$ cat config.mk
export PLATFORM = sky130hd
export DESIGN_NAME = ysyx_24100006_axi_arbiter_flat
export DESIGN_NICKNAME = d
export VERILOG_FILES = /design/src/rtl/ysyx_24100006_axi_arbiter_pkg.sv /design/src/rtl/ysyx_24100006_axi_arbiter_if.sv /design/src/rtl/ysyx_24100006_axi_arbiter.sv /design/src/flat_wrapper.sv
export SDC_FILE = /design/constraint.sdc
export NUM_CORES = 1
export LEC_CHECK = 0
export BUFFER_PORTS_ARGS = -buffer_cell sky130_fd_sc_hd__buf_2
export CAP_MARGIN = 5
export CORE_AREA = 3 3 175 177
export CTS_BUF_LIST = sky130_fd_sc_hd__clkbuf_4 sky130_fd_sc_hd__clkbuf_8
export DETAILED_ROUTE_END_ITERATION = 12
export DIE_AREA = 0 0 178 180
export PLACE_DENSITY_LB_ADDON = 0.25
export SLEW_MARGIN = 0
export SYNTH_ARGS = -nofsm -noshare
export SYNTH_HDL_FRONTEND = slang
export SYNTH_SLANG_ARGS = --single-unit
$ cat constraint.sdc
create_clock -name clk -period 2.62 [get_ports clk]
set_input_delay 0 -clock clk [delete_from_list [all_inputs] [get_ports clk]]
set_output_delay 0 -clock clk [all_outputs]
set_load 0.01 [all_outputs]
$ cat src/rtl/ysyx_24100006_axi_arbiter_pkg.sv
// Shared encodings for the IFU/LSU AXI-lite arbiter: FSM states, grant
// identifiers and the round-robin tie-break helper.
package ysyx_24100006_axi_arbiter_pkg;

  typedef enum logic [1:0] {
    IDLE   = 2'd0,
    IFU_RD = 2'd1,
    LSU_RD = 2'd2,
    LSU_WR = 2'd3
  } arb_state_e;

  typedef logic arb_gnt_t;

  localparam arb_gnt_t GNT_IFU = 1'b0;
  localparam arb_gnt_t GNT_LSU = 1'b1;

  localparam int unsigned ARB_STRB_W = 8;

  // Under contention the master that did not win last time gets the bus.
  function automatic arb_gnt_t pick_winner(input logic ifu_req, input logic lsu_req,
                                           input arb_gnt_t last_grant);
    arb_gnt_t winner;
    if (ifu_req && lsu_req) begin
      winner = (last_grant == GNT_IFU) ? GNT_LSU : GNT_IFU;
    end else if (ifu_req) begin
      winner = GNT_IFU;
    end else begin
      winner = GNT_LSU;
    end
    return winner;
  endfunction

endpackage

$ cat src/rtl/ysyx_24100006_axi_arbiter_if.sv
// AXI-lite bundle shared by the IFU, LSU and crossbar sides of the arbiter.
// The master modport is the side that issues requests.
interface ysyx_24100006_axi_arbiter_if
  import ysyx_24100006_axi_arbiter_pkg::*;
#(
  parameter int ADDR_W = 32,
  parameter int DATA_W = 32,
  parameter int STRB_W = ARB_STRB_W
);

  logic              awvalid;
  logic              awready;
  logic [ADDR_W-1:0] awaddr;
  logic              wvalid;
  logic              wready;
  logic [DATA_W-1:0] wdata;
  logic [STRB_W-1:0] wstrb;
  logic              bvalid;
  logic              bready;
  logic [1:0]        bresp;
  logic              arvalid;
  logic              arready;
  logic [ADDR_W-1:0] araddr;
  logic              rvalid;
  logic              rready;
  logic [DATA_W-1:0] rdata;
  logic [1:0]        rresp;

  modport master (
    output awvalid, awaddr, wvalid, wdata, wstrb, bready, arvalid, araddr, rready,
    input  awready, wready, bvalid, bresp, arready, rvalid, rdata, rresp
  );

  modport slave (
    input  awvalid, awaddr, wvalid, wdata, wstrb, bready, arvalid, araddr, rready,
    output awready, wready, bvalid, bresp, arready, rvalid, rdata, rresp
  );

endinterface

$ cat src/rtl/ysyx_24100006_axi_arbiter.sv
// Two-master (IFU read-only, LSU read/write) to one-master AXI-lite arbiter.
// One transaction per grant, round-robin under contention, no buffering.
module ysyx_24100006_axi_arbiter
  import ysyx_24100006_axi_arbiter_pkg::*;
#(
  parameter int ADDR_W = 32,
  parameter int DATA_W = 32
) (
  input  logic                         clk,
  input  logic                         reset,
  ysyx_24100006_axi_arbiter_if.slave   ifu_axi,
  ysyx_24100006_axi_arbiter_if.slave   lsu_axi,
  ysyx_24100006_axi_arbiter_if.master  m_axi
);

  arb_state_e state_q, state_d;
  arb_gnt_t   last_grant_q, last_grant_d;

  logic ifu_req_s;
  logic lsu_rd_s;
  logic lsu_wr_s;
  logic lsu_req_s;

  assign ifu_req_s = ifu_axi.arvalid;
  assign lsu_rd_s  = lsu_axi.arvalid;
  assign lsu_wr_s  = lsu_axi.awvalid | lsu_axi.wvalid;
  assign lsu_req_s = lsu_rd_s | lsu_wr_s;

  // Next-state: arbitrate in IDLE, release the grant on the response handshake.
  always_comb begin
    state_d      = state_q;
    last_grant_d = last_grant_q;
    case (state_q)
      IDLE: begin
        if (ifu_req_s || lsu_req_s) begin
          if (pick_winner(ifu_req_s, lsu_req_s, last_grant_q) == GNT_IFU) begin
            state_d      = IFU_RD;
            last_grant_d = GNT_IFU;
          end else begin
            // A simultaneous LSU read and write serves the read first.
            state_d      = lsu_rd_s ? LSU_RD : LSU_WR;
            last_grant_d = GNT_LSU;
          end
        end else begin
          state_d = IDLE;
        end
      end
      IFU_RD: begin
        if (m_axi.rvalid && ifu_axi.rready) begin
          state_d = IDLE;
        end else begin
          state_d = IFU_RD;
        end
      end
      LSU_RD: begin
        if (m_axi.rvalid && lsu_axi.rready) begin
          state_d = IDLE;
        end else begin
          state_d = LSU_RD;
        end
      end
      LSU_WR: begin
        if (m_axi.bvalid && lsu_axi.bready) begin
          state_d = IDLE;
        end else begin
          state_d = LSU_WR;
        end
      end
      default: begin
        state_d = IDLE;
      end
    endcase
  end

  // State and round-robin history; reset leaves LSU as last so IFU wins first.
  always_ff @(posedge clk or posedge reset) begin
    if (reset) begin
      state_q      <= IDLE;
      last_grant_q <= GNT_LSU;
    end else begin
      state_q      <= state_d;
      last_grant_q <= last_grant_d;
    end
  end

  // Routing: everything is zero unless the current state owns the channel.
  always_comb begin
    m_axi.awvalid   = 1'b0;
    m_axi.awaddr    = {ADDR_W{1'b0}};
    m_axi.wvalid    = 1'b0;
    m_axi.wdata     = {DATA_W{1'b0}};
    m_axi.wstrb     = {ARB_STRB_W{1'b0}};
    m_axi.bready    = 1'b0;
    m_axi.arvalid   = 1'b0;
    m_axi.araddr    = {ADDR_W{1'b0}};
    m_axi.rready    = 1'b0;

    ifu_axi.awready = 1'b0;
    ifu_axi.wready  = 1'b0;
    ifu_axi.bvalid  = 1'b0;
    ifu_axi.bresp   = 2'b00;
    ifu_axi.arready = 1'b0;
    ifu_axi.rvalid  = 1'b0;
    ifu_axi.rdata   = {DATA_W{1'b0}};
    ifu_axi.rresp   = 2'b00;

    lsu_axi.awready = 1'b0;
    lsu_axi.wready  = 1'b0;
    lsu_axi.bvalid  = 1'b0;
    lsu_axi.bresp   = 2'b00;
    lsu_axi.arready = 1'b0;
    lsu_axi.rvalid  = 1'b0;
    lsu_axi.rdata   = {DATA_W{1'b0}};
    lsu_axi.rresp   = 2'b00;

    case (state_q)
      IFU_RD: begin
        m_axi.arvalid   = ifu_axi.arvalid;
        m_axi.araddr    = ifu_axi.araddr;
        m_axi.rready    = ifu_axi.rready;
        ifu_axi.arready = m_axi.arready;
        ifu_axi.rvalid  = m_axi.rvalid;
        ifu_axi.rdata   = m_axi.rdata;
        ifu_axi.rresp   = m_axi.rresp;
      end
      LSU_RD: begin
        m_axi.arvalid   = lsu_axi.arvalid;
        m_axi.araddr    = lsu_axi.araddr;
        m_axi.rready    = lsu_axi.rready;
        lsu_axi.arready = m_axi.arready;
        lsu_axi.rvalid  = m_axi.rvalid;
        lsu_axi.rdata   = m_axi.rdata;
        lsu_axi.rresp   = m_axi.rresp;
      end
      LSU_WR: begin
        // AW and W pass through independently; the slave may take either first.
        m_axi.awvalid   = lsu_axi.awvalid;
        m_axi.awaddr    = lsu_axi.awaddr;
        m_axi.wvalid    = lsu_axi.wvalid;
        m_axi.wdata     = lsu_axi.wdata;
        m_axi.wstrb     = lsu_axi.wstrb;
        m_axi.bready    = lsu_axi.bready;
        lsu_axi.awready = m_axi.awready;
        lsu_axi.wready  = m_axi.wready;
        lsu_axi.bvalid  = m_axi.bvalid;
        lsu_axi.bresp   = m_axi.bresp;
      end
      default: begin
        m_axi.arvalid = 1'b0;
      end
    endcase
  end

endmodule

$ cat src/flat_wrapper.sv
// flat-port wrapper written by rule: the top's interface ports become plain ports
module ysyx_24100006_axi_arbiter_flat import ysyx_24100006_axi_arbiter_pkg::*;
#(
  parameter int ADDR_W = 32,
  parameter int DATA_W = 32
)
  (clk, reset, ifu_axi_awvalid, ifu_axi_awaddr, ifu_axi_wvalid, ifu_axi_wdata, ifu_axi_wstrb, ifu_axi_bready, ifu_axi_arvalid, ifu_axi_araddr, ifu_axi_rready, ifu_axi_awready, ifu_axi_wready, ifu_axi_bvalid, ifu_axi_bresp, ifu_axi_arready, ifu_axi_rvalid, ifu_axi_rdata, ifu_axi_rresp, lsu_axi_awvalid, lsu_axi_awaddr, lsu_axi_wvalid, lsu_axi_wdata, lsu_axi_wstrb, lsu_axi_bready, lsu_axi_arvalid, lsu_axi_araddr, lsu_axi_rready, lsu_axi_awready, lsu_axi_wready, lsu_axi_bvalid, lsu_axi_bresp, lsu_axi_arready, lsu_axi_rvalid, lsu_axi_rdata, lsu_axi_rresp, m_axi_awvalid, m_axi_awaddr, m_axi_wvalid, m_axi_wdata, m_axi_wstrb, m_axi_bready, m_axi_arvalid, m_axi_araddr, m_axi_rready, m_axi_awready, m_axi_wready, m_axi_bvalid, m_axi_bresp, m_axi_arready, m_axi_rvalid, m_axi_rdata, m_axi_rresp);
  ysyx_24100006_axi_arbiter_if #(.ADDR_W(ADDR_W), .DATA_W(DATA_W)) ifu_axi_i ();
  ysyx_24100006_axi_arbiter_if #(.ADDR_W(ADDR_W), .DATA_W(DATA_W)) lsu_axi_i ();
  ysyx_24100006_axi_arbiter_if #(.ADDR_W(ADDR_W), .DATA_W(DATA_W)) m_axi_i ();
  input  logic clk;
  input  logic reset;
  input wire logic [$bits(ifu_axi_i.awvalid)-1:0] ifu_axi_awvalid;
  input wire logic [$bits(ifu_axi_i.awaddr)-1:0] ifu_axi_awaddr;
  input wire logic [$bits(ifu_axi_i.wvalid)-1:0] ifu_axi_wvalid;
  input wire logic [$bits(ifu_axi_i.wdata)-1:0] ifu_axi_wdata;
  input wire logic [$bits(ifu_axi_i.wstrb)-1:0] ifu_axi_wstrb;
  input wire logic [$bits(ifu_axi_i.bready)-1:0] ifu_axi_bready;
  input wire logic [$bits(ifu_axi_i.arvalid)-1:0] ifu_axi_arvalid;
  input wire logic [$bits(ifu_axi_i.araddr)-1:0] ifu_axi_araddr;
  input wire logic [$bits(ifu_axi_i.rready)-1:0] ifu_axi_rready;
  output wire logic [$bits(ifu_axi_i.awready)-1:0] ifu_axi_awready;
  output wire logic [$bits(ifu_axi_i.wready)-1:0] ifu_axi_wready;
  output wire logic [$bits(ifu_axi_i.bvalid)-1:0] ifu_axi_bvalid;
  output wire logic [$bits(ifu_axi_i.bresp)-1:0] ifu_axi_bresp;
  output wire logic [$bits(ifu_axi_i.arready)-1:0] ifu_axi_arready;
  output wire logic [$bits(ifu_axi_i.rvalid)-1:0] ifu_axi_rvalid;
  output wire logic [$bits(ifu_axi_i.rdata)-1:0] ifu_axi_rdata;
  output wire logic [$bits(ifu_axi_i.rresp)-1:0] ifu_axi_rresp;
  input wire logic [$bits(lsu_axi_i.awvalid)-1:0] lsu_axi_awvalid;
  input wire logic [$bits(lsu_axi_i.awaddr)-1:0] lsu_axi_awaddr;
  input wire logic [$bits(lsu_axi_i.wvalid)-1:0] lsu_axi_wvalid;
  input wire logic [$bits(lsu_axi_i.wdata)-1:0] lsu_axi_wdata;
  input wire logic [$bits(lsu_axi_i.wstrb)-1:0] lsu_axi_wstrb;
  input wire logic [$bits(lsu_axi_i.bready)-1:0] lsu_axi_bready;
  input wire logic [$bits(lsu_axi_i.arvalid)-1:0] lsu_axi_arvalid;
  input wire logic [$bits(lsu_axi_i.araddr)-1:0] lsu_axi_araddr;
  input wire logic [$bits(lsu_axi_i.rready)-1:0] lsu_axi_rready;
  output wire logic [$bits(lsu_axi_i.awready)-1:0] lsu_axi_awready;
  output wire logic [$bits(lsu_axi_i.wready)-1:0] lsu_axi_wready;
  output wire logic [$bits(lsu_axi_i.bvalid)-1:0] lsu_axi_bvalid;
  output wire logic [$bits(lsu_axi_i.bresp)-1:0] lsu_axi_bresp;
  output wire logic [$bits(lsu_axi_i.arready)-1:0] lsu_axi_arready;
  output wire logic [$bits(lsu_axi_i.rvalid)-1:0] lsu_axi_rvalid;
  output wire logic [$bits(lsu_axi_i.rdata)-1:0] lsu_axi_rdata;
  output wire logic [$bits(lsu_axi_i.rresp)-1:0] lsu_axi_rresp;
  output wire logic [$bits(m_axi_i.awvalid)-1:0] m_axi_awvalid;
  output wire logic [$bits(m_axi_i.awaddr)-1:0] m_axi_awaddr;
  output wire logic [$bits(m_axi_i.wvalid)-1:0] m_axi_wvalid;
  output wire logic [$bits(m_axi_i.wdata)-1:0] m_axi_wdata;
  output wire logic [$bits(m_axi_i.wstrb)-1:0] m_axi_wstrb;
  output wire logic [$bits(m_axi_i.bready)-1:0] m_axi_bready;
  output wire logic [$bits(m_axi_i.arvalid)-1:0] m_axi_arvalid;
  output wire logic [$bits(m_axi_i.araddr)-1:0] m_axi_araddr;
  output wire logic [$bits(m_axi_i.rready)-1:0] m_axi_rready;
  input wire logic [$bits(m_axi_i.awready)-1:0] m_axi_awready;
  input wire logic [$bits(m_axi_i.wready)-1:0] m_axi_wready;
  input wire logic [$bits(m_axi_i.bvalid)-1:0] m_axi_bvalid;
  input wire logic [$bits(m_axi_i.bresp)-1:0] m_axi_bresp;
  input wire logic [$bits(m_axi_i.arready)-1:0] m_axi_arready;
  input wire logic [$bits(m_axi_i.rvalid)-1:0] m_axi_rvalid;
  input wire logic [$bits(m_axi_i.rdata)-1:0] m_axi_rdata;
  input wire logic [$bits(m_axi_i.rresp)-1:0] m_axi_rresp;
  assign ifu_axi_i.awvalid = ifu_axi_awvalid;
  assign ifu_axi_i.awaddr = ifu_axi_awaddr;
  assign ifu_axi_i.wvalid = ifu_axi_wvalid;
  assign ifu_axi_i.wdata = ifu_axi_wdata;
  assign ifu_axi_i.wstrb = ifu_axi_wstrb;
  assign ifu_axi_i.bready = ifu_axi_bready;
  assign ifu_axi_i.arvalid = ifu_axi_arvalid;
  assign ifu_axi_i.araddr = ifu_axi_araddr;
  assign ifu_axi_i.rready = ifu_axi_rready;
  assign ifu_axi_awready = ifu_axi_i.awready;
  assign ifu_axi_wready = ifu_axi_i.wready;
  assign ifu_axi_bvalid = ifu_axi_i.bvalid;
  assign ifu_axi_bresp = ifu_axi_i.bresp;
  assign ifu_axi_arready = ifu_axi_i.arready;
  assign ifu_axi_rvalid = ifu_axi_i.rvalid;
  assign ifu_axi_rdata = ifu_axi_i.rdata;
  assign ifu_axi_rresp = ifu_axi_i.rresp;
  assign lsu_axi_i.awvalid = lsu_axi_awvalid;
  assign lsu_axi_i.awaddr = lsu_axi_awaddr;
  assign lsu_axi_i.wvalid = lsu_axi_wvalid;
  assign lsu_axi_i.wdata = lsu_axi_wdata;
  assign lsu_axi_i.wstrb = lsu_axi_wstrb;
  assign lsu_axi_i.bready = lsu_axi_bready;
  assign lsu_axi_i.arvalid = lsu_axi_arvalid;
  assign lsu_axi_i.araddr = lsu_axi_araddr;
  assign lsu_axi_i.rready = lsu_axi_rready;
  assign lsu_axi_awready = lsu_axi_i.awready;
  assign lsu_axi_wready = lsu_axi_i.wready;
  assign lsu_axi_bvalid = lsu_axi_i.bvalid;
  assign lsu_axi_bresp = lsu_axi_i.bresp;
  assign lsu_axi_arready = lsu_axi_i.arready;
  assign lsu_axi_rvalid = lsu_axi_i.rvalid;
  assign lsu_axi_rdata = lsu_axi_i.rdata;
  assign lsu_axi_rresp = lsu_axi_i.rresp;
  assign m_axi_awvalid = m_axi_i.awvalid;
  assign m_axi_awaddr = m_axi_i.awaddr;
  assign m_axi_wvalid = m_axi_i.wvalid;
  assign m_axi_wdata = m_axi_i.wdata;
  assign m_axi_wstrb = m_axi_i.wstrb;
  assign m_axi_bready = m_axi_i.bready;
  assign m_axi_arvalid = m_axi_i.arvalid;
  assign m_axi_araddr = m_axi_i.araddr;
  assign m_axi_rready = m_axi_i.rready;
  assign m_axi_i.awready = m_axi_awready;
  assign m_axi_i.wready = m_axi_wready;
  assign m_axi_i.bvalid = m_axi_bvalid;
  assign m_axi_i.bresp = m_axi_bresp;
  assign m_axi_i.arready = m_axi_arready;
  assign m_axi_i.rvalid = m_axi_rvalid;
  assign m_axi_i.rdata = m_axi_rdata;
  assign m_axi_i.rresp = m_axi_rresp;
  ysyx_24100006_axi_arbiter #(.ADDR_W(ADDR_W), .DATA_W(DATA_W)) u_core (.clk(clk), .reset(reset), .ifu_axi(ifu_axi_i), .lsu_axi(lsu_axi_i), .m_axi(m_axi_i));
endmodule
Word level (Yosys, flattened, before mapping)
Index checks and enable logic that the tools add are counted.
Widths: inputs -> output; s select.
{ "totals": {"ff_bits": 3, "latch_bits": 0, "ram_bits": 0, "rom_bits": 0, "in_bits": 261, "out_inout_bits": 191, "word_cells": 48, "memories": 0} }
{ "op_classes": {"n_addsub": 0, "n_mul": 0, "n_div": 0, "order_cmp": 0, "eq_ne": 3, "shift": 0, "mux": 34, "bitwise_logic": 2, "reduce_logical": 7} }
{ "ops": {"columns": ["cell", "count"], "rows": [
  ["$mux 32", 4],
  ["$pmux 32 s2", 1],
  ["$mux 1", 18],
  ["$mux 2", 7],
  ["$mux 8", 1],
  ["$pmux 2 s4", 1],
  ["$eq 2x2->1 const B", 2],
  ["$logic_and 1x1->1", 4],
  ["$pmux 1 s2", 2],
  ["$eq 2x1->1 const B", 1],
  ["$logic_not 2->1", 1],
  ["$or 1x1->1", 2],
  ["$reduce_and 2->1", 1],
  ["$logic_or 1x1->1", 1]
]} }

Logic depth before layout (Yosys ltp)
Gate-level depths: netlist of run 1.
{ "depth": {"ltp_word": 9, "depth_mapped": 6, "depth_no_buf": 4} }

Least setup slack after synthesis of run 1
No wires, ideal clock.
{ "synth_timing": {"path_type": "register to register", "startpoint": "reg u_core.state_q[0]", "endpoint": "reg u_core.state_q[1]", "setup_ns": 0.128, "t_arrival_ns": 1.114, "required_ns": 2.492, "path_slack_ns": 1.378, "path_stages_with_launch": 7, "path_buffers": 2, "period_less_slack_ns": 1.242, "cell_sequence": "dfrtp_1 inv_1 ha_1 buf_2 clkbuf_2 a211oi_1 a21oi_1"} }
{ "synth_via": {"elab_chain_len": 2, "elab_cells_between_ends": 5, "cone_classes": "eq/ne (3); mux (1); reduce/logical (1)"} }
{ "synth_rtl": {"columns": ["item", "line_no", "text"], "rows": [
  ["from (decl)", "ysyx_24100006_axi_arbiter.sv:16", "arb_state_e state_q, state_d;"],
  ["from (signal assigned)", "ysyx_24100006_axi_arbiter.sv:81", "state_q <= state_d;"],
  ["$eq 2x2->1, or another cell as far along", "ysyx_24100006_axi_arbiter.sv:33", "case (state_q)"],
  ["$pmux 2 s4 *", "ysyx_24100006_axi_arbiter.sv:33", null],
  ["net u_core.state_d[1]", "ysyx_24100006_axi_arbiter.sv:16", null]
]} }
Mark *: on every way through the listed nets, which the timed path passes. The rest lies on a longest branch.
A chain may end at the register's enable or synchronous reset.

Worst setup path in the final report of run 1
{ "layout_timing": {"startpoint": "reg u_core.state_q[0]", "endpoint": "out m_axi_araddr[28]"} }
{ "layout_via": {"elab_chain_len": 2, "elab_cells_between_ends": 3, "cone_classes": "eq/ne (2); mux (1)"} }
{ "layout_rtl": {"columns": ["item", "line_no", "text"], "rows": [
  ["$eq 2x2->1 or $eq 2x1->1 (tied branches)", "ysyx_24100006_axi_arbiter.sv:116", "case (state_q)"],
  ["$pmux 32 s2 *", "ysyx_24100006_axi_arbiter.sv:116", null],
  ["to (decl)", "flat_wrapper.sv:54", "output wire logic [$bits(m_axi_i.araddr)-1:0] m_axi_araddr;"]
]} }
Every way passes the cells marked *; elsewhere a longest branch is shown, timed or not.

==> results.toml, run 1 <==
[layout]
seq_area_um2 = 76.3
n_antenna_cell = 0
multi_input_area_um2 = 1580
n_fill_cell = 3429
drive_above_1_share_pct = 61.3
final_common_cell = "buf_2"
area_growth_pct = 131
final_cell_mix = "buf_2 (371), and2_1 (151), a22oi_1 (34), nor2b_1 (34), buf_4 (6)"
fin_nets = 901
final_util_pct = 14.2

[place]
numPortBuffers = 371
hpwl_mm = 10.7
place_congestion = 0.687

[global_route]
grt_first_pass_wirelength_mm = 16.5
grtUsageTotal_pct = 6.67
antenna_found_initial = 4
grt_pass1_vias = 3083
grt_max_degree = 51
grt.overflow.total = 0

[detailed_routing]
dr.pass1.iters = 4
avgViaCountPerCell = 3.18
dr_wl_met3_mm = 1.43
wl_met1_mm = 4.37
wire_per_inst_um = 11.9
postRouteAntennaNets = 0
top_layer = "met5"
wl_met2_mm = 6.29
wl_mm = 12.2
drc_errors = 0
dr_total_vias = 3256
drtIter0Drc = 59

[clocking]
cts_buffers = 3
clk_latency_ns = 0.21
root_buffer = "clkbuf_8"
htree_num_levels = 1
post-cts-setup-buffers = 0
cts_buffer_depth = 2
cts_resized = 0
clk_pin_slew_ns = 0.03
cts.sink_count = 3
cts_tree = "yes"

[timing]
rsz0062_at_grt = "no"
tns_ns = 0
skew_ns = 0.00431
final_max_slew_viol_count = 0
hold_viol_final = 0
final.period_utilization_pct = 74.7
hold_ws_ns = 0.141
tightestPinTransition_ns = 0.581
max_slew_margin_pct = 61.3
period_minus_slack_ns = 1.96
setup_violations = 0
fmax_mhz = 511

[floorplanning]
fp.dieArea_um2 = 32000
die_w_um = 178
rows = 63
start_util_pct = 6.12
coreArea_um2 = 29400
io_pins = 452
die_y_um = 180

[yosys]
yosys_warnings = 0
syn-instance-count = 278
seq_area_frac_synth_pct = 4.24
synth.avg_cell_area_um2 = 6.48
ys_seq_elements = 3
ys_types = 20
syn-cell-area_um2 = 1800

[setup_path]
cp-start-kind = "flop"
cp.required_ns = 2.62
crit_arrival_ns = 1.96
crit_path_end_kind = "output pin"
max_stage_delay_ns = 0.56
criticalPathCategory = "reg2out"
crit_fanout = 37
slowest_stage = "ha_2"
critical_path.cell_chain = "inv_1 > ha_2 > buf_12 > a22oi_1 > nor2b_1 > buf_2"

[worst_hold_path]
hold_path_class = "in2reg"

[power]
p_per_area_nw_per_um2 = 819
vdd_drop_max_mv = 0.244
p_leak_nw = 2.46

[outcome]
outcome = "finished, final reports clean"

[job]
drv_cap = 0
-- what timing repair did --
| action | in CTS | in global routing |
|---|---|---|
| hold endpoints to repair | 4 | 0 |
| endpoints found under the setup margin | 0 | 0 |
| hold buffers | 2 | 0 |
-- sequential cells by signal, indices dropped and copies added, names as in the netlist --
register / flops
u_core.last_grant_q: 1
u_core.state_q: 2
-- routing by layer --
layer | vias to the layer above | track usage [%]
met2 | 234 | 13.4
met3 | 10 | 1.82
met5 | - | 0
li1 | 1593 | -
met1 | 1413 | 6.90
met4 | 6 | 0.754
-- kinds of logic (layout without fill, tap and decap cells) --
| logic type | Yosys count | in the layout | share of synthesized area, % |
|---|---|---|---|
| AO/OA/AOI/OAI | 43 | 43 | 17.4 |
| adder cells (fa/ha/maj) | 4 | 4 | 2.78 |
| buffers and inverters | 36 | 389 | 9.45 |
| flip-flops | 3 | 3 | 4.24 |
| other | 1 | 5 | 0.208 |
| AND/OR/NAND/NOR | 191 | 191 | 65.9 |
-- path summary, 6_finish.rpt --
check	startpoint	endpoint	slack, ns	cells past startpoint
setup / recovery	u_core.state_q[0]	m_axi_araddr[28]	0.66	6
hold / removal	lsu_axi_arvalid	u_core.state_q[0]	0.14	4
setup reg to reg	u_core.state_q[0]	u_core.state_q[1]	1.18	4
hold reg to reg	u_core.last_grant_q	u_core.last_grant_q	0.53	2
max in group asynchronous	reset	u_core.last_grant_q	2.20	3
min in group asynchronous	reset	u_core.state_q[0]	0.21	3
-- critical path, delay by kind of cell, from the launching register on --
kind                     cells  cell delay (ns)
flip-flops                   1             0.40
buffers and inverters        3             0.49
adder cells (fa/ha/maj)      1             0.56
AO/OA/AOI/OAI                1             0.12
AND/OR/NAND/NOR              1             0.13
-- cells in the mapped netlist, drive strengths merged --
master | instances | area, um2
a211oi | 2 | 15.0
a21boi | 1 | 11.3
a21oi | 2 | 10.0
a22oi | 34 | 255
a31oi | 2 | 12.5
and2 | 152 | 952
buf | 16 | 92.6
clkbuf | 16 | 62.6
conb | 1 | 3.75
dfrtp | 2 | 50.1
dfstp | 1 | 26.3
ha | 4 | 50.1
inv | 4 | 15.0
nand2 | 4 | 15.0
nor2b | 34 | 213
o21ai | 2 | 10.0
or3 | 1 | 6.26
-- through the flow --
step / area, um2 / instances / power (mW) / setup slack (ns)
floorplan: 1820 / 282 / 1.94 / 1.38
global placement: 4100 / 1019 / 3.42 / 0.829
detailed placement: 4100 / 1019 / 3.38 / 0.845
CTS: 4170 / 1025 / 3.54 / 0.653
global route: 4170 / 1025 / 3.79 / 0.514
finish: 4170 / 1025 / 3.41 / 0.663
-- where the power goes --
part	switching, mW	internal, mW	leakage, nW	total, mW
combinational	1.74	1.43	2.40	3.17
clock	0.0293	0.114	0.0262	0.143
sequential	0.0219	0.0759	0.0343	0.0979
-- final cells by class --
class	count	share of cell area (%)
repair buffers	381	47.1
clock buffers	4	1.17
multi-input cells	243	37.8
flip-flops and latches	3	1.83
inverters	4	0.360
well taps	390	11.7
(Power assumes the default switching activity.)
==> run 2, diff against run 1 <==
--- a/config.mk
+++ b/config.mk
@@ -7,10 +7,10 @@
 export LEC_CHECK = 0
 export BUFFER_PORTS_ARGS = -buffer_cell sky130_fd_sc_hd__buf_2
 export CAP_MARGIN = 5
-export CORE_AREA = 3 3 175 177
+export CORE_AREA = 3 3 173 175
 export CTS_BUF_LIST = sky130_fd_sc_hd__clkbuf_4 sky130_fd_sc_hd__clkbuf_8
 export DETAILED_ROUTE_END_ITERATION = 12
-export DIE_AREA = 0 0 178 180
+export DIE_AREA = 0 0 176 178
 export PLACE_DENSITY_LB_ADDON = 0.25
 export SLEW_MARGIN = 0
 export SYNTH_ARGS = -nofsm -noshare
==> constraint.sdc (replaced) <==
create_clock -name clk -period 2.05 [get_ports clk]
set_input_delay 0 -clock clk [delete_from_list [all_inputs] [get_ports clk]]
set_output_delay 0 -clock clk [all_outputs]
set_load 0.01 [all_outputs]
==> run 2 against run 1 <==
  * Clock power grew 27%
  * Sequential share of layout area about the same
  * Global-route usage grew 0.33 points
  * Die area decreased by 2.2%
  * First-iteration DRC count is 14% higher
  * Final cell count fell by 0.20%
  * Clock-buffer cell count stayed put
  * Largest power group unchanged
  * Highest routed layer is now met4
  * Setup slack worse by 0.39 ns
  * Critical path depth unchanged
  * Non-clock buffer count increased by 3
  * Register-to-register slack got worse by 0.47 ns
  * Utilization increased by 0.53 points
==> results.toml, run 2 (synthesis gave the netlist of run 1 again) <==
[floorplanning]
rows = 62
die_y_um = 178
die_w_um = 176
fp.dieArea_um2 = 31300
start_util_pct = 6.29
io_pins = 452
coreArea_um2 = 28600

[global_route]
grt_max_degree = 81
grtUsageTotal_pct = 6.99
grt_pass1_vias = 3184
antenna_found_initial = 1
grt.overflow.total = 0
grt_first_pass_wirelength_mm = 16.6

[timing]
period_minus_slack_ns = 1.78
tns_ns = 0
rsz0062_at_grt = "no"
setup_violations = 0
final.period_utilization_pct = 86.6
skew_ns = 0.00362
hold_ws_ns = 0.156
fmax_mhz = 563
final_max_slew_viol_count = 0
hold_viol_final = 0

[power]
power_mw = 4.47
comb_power_share_pct = 93.1
internal-power_mw = 2.16
vdd_drop_max_mv = 0.591
p_clk_share_pct = 4.1
p_per_area_nw_per_um2 = 1060
swShare_pct = 51.8
p_leak_nw = 2.48
power_frac_seq_pct = 2.8
p_sw_mw = 2.32

[detailed_routing]
wl_mm = 12.4
drtIter0Drc = 67
avgViaCountPerCell = 3.20
dr.pass1.iters = 4
wire_per_inst_um = 12.1
postRouteAntennaNets = 0
drc_errors = 0
dr_total_vias = 3274

[clocking]
post-cts-setup-buffers = 0
root_buffer = "clkbuf_8"
clk_latency_ns = 0.21
cts_buffers = 3
cts.sink_count = 3
cts_resized = 0
cts_tree = "yes"
cts_buffer_depth = 2
holdBufCountCts = 2
htree_num_levels = 1
clk_pin_slew_ns = 0.03

[place]
place_area_um2 = 4140
numPortBuffers = 371
hpwl_mm = 11.0
place_congestion = 0.723

[job]
drv_cap = 0

[layout]
drive_above_1_share_pct = 61.4
area_growth_pct = 134
final_util_pct = 14.7
final_cell_mix = "buf_2 (371), and2_1 (151), a22oi_1 (34), nor2b_1 (34), buf_4 (7)"
final_common_cell = "buf_2"
fin_nets = 904
largest-register = "u_core.state_q"
fin_area_um2 = 4210
largest_reg_flops = 2
top_regs = "u_core.state_q (2), u_core.last_grant_q (1)"

[outcome]
outcome = "finished, final reports clean"

[worst_hold_path]
hold_path_class = "in2reg"

[setup_path]
crit_path_end_kind = "output pin"
cp.required_ns = 2.05
criticalPathCategory = "reg2out"
cp-start-kind = "flop"
crit_fanout = 15
crit_arrival_ns = 1.78
[run 2: cell count changes in the layout (fill, tap and decap cells not counted)]
cell,change
diode_2,+1
buf_4,+1
buf_12,+2
[run 2: final timing paths]
kind / slack, ns / end / cells after the start / startpoint
setup / recovery: 0.27 / m_axi_araddr[28] / 6 / u_core.state_q[0]
hold / removal: 0.16 / u_core.state_q[0] / 4 / lsu_axi_arvalid
setup reg to reg: 0.71 / u_core.state_q[0] / 4 / u_core.state_q[1]
hold reg to reg: 0.54 / u_core.last_grant_q / 1 / u_core.last_grant_q
max in group asynchronous: 1.64 / u_core.last_grant_q / 3 / reset
min in group asynchronous: 0.21 / u_core.state_q[0] / 3 / reset
[run 2: per-layer routing]
metal,vias to the layer above,global-route usage [%],share of wire (%)
li1,1598,-,-
met5,-,0,0
met4,0,3.86,3.9
met2,272,13.7,51
met1,1390,6.56,33
met3,14,1.85,12
[run 2: worst max-delay path, cell delays in order (launching register included)]
cell,delay (ns)
dfrtp_1,0.40
inv_1,0.10
ha_2,0.39
buf_4,0.28
a22oi_1,0.11
nor2b_1,0.12
buf_2,0.16
[run 2: power by group through the flow]
stage / Sequential, mW / Clock (mW) / Combinational, mW
after floorplan: 0.116 / 0 / 2.37
after global placement: 0.126 / 0 / 4.30
after detailed placement: 0.127 / 0 / 4.24
after CTS: 0.128 / 0.188 / 4.26
after global routing: 0.132 / 0.196 / 4.60
final: 0.127 / 0.182 / 4.16
[run 2: stage by stage]
stage | instances | worst slack [ns]
floorplan | 282 | 0.808
global placement | 1016 | 0.498
global route | 1023 | 0.135
detailed placement | 1016 | 0.478
finish | 1023 | 0.275
CTS | 1022 | 0.249
[run 2: final cells by class]
| class | instances | area (um2) |
|---|---|---|
| antenna | 1 | 2.50 |
| inverter | 4 | 15.0 |
| clock buffer | 4 | 48.8 |
| multi-input combinational | 243 | 1580 |
| fill | 3332 | 24400 |
| sequential | 3 | 76.3 |
| tap | 384 | 480 |
| timing repair buffer | 384 | 2010 |
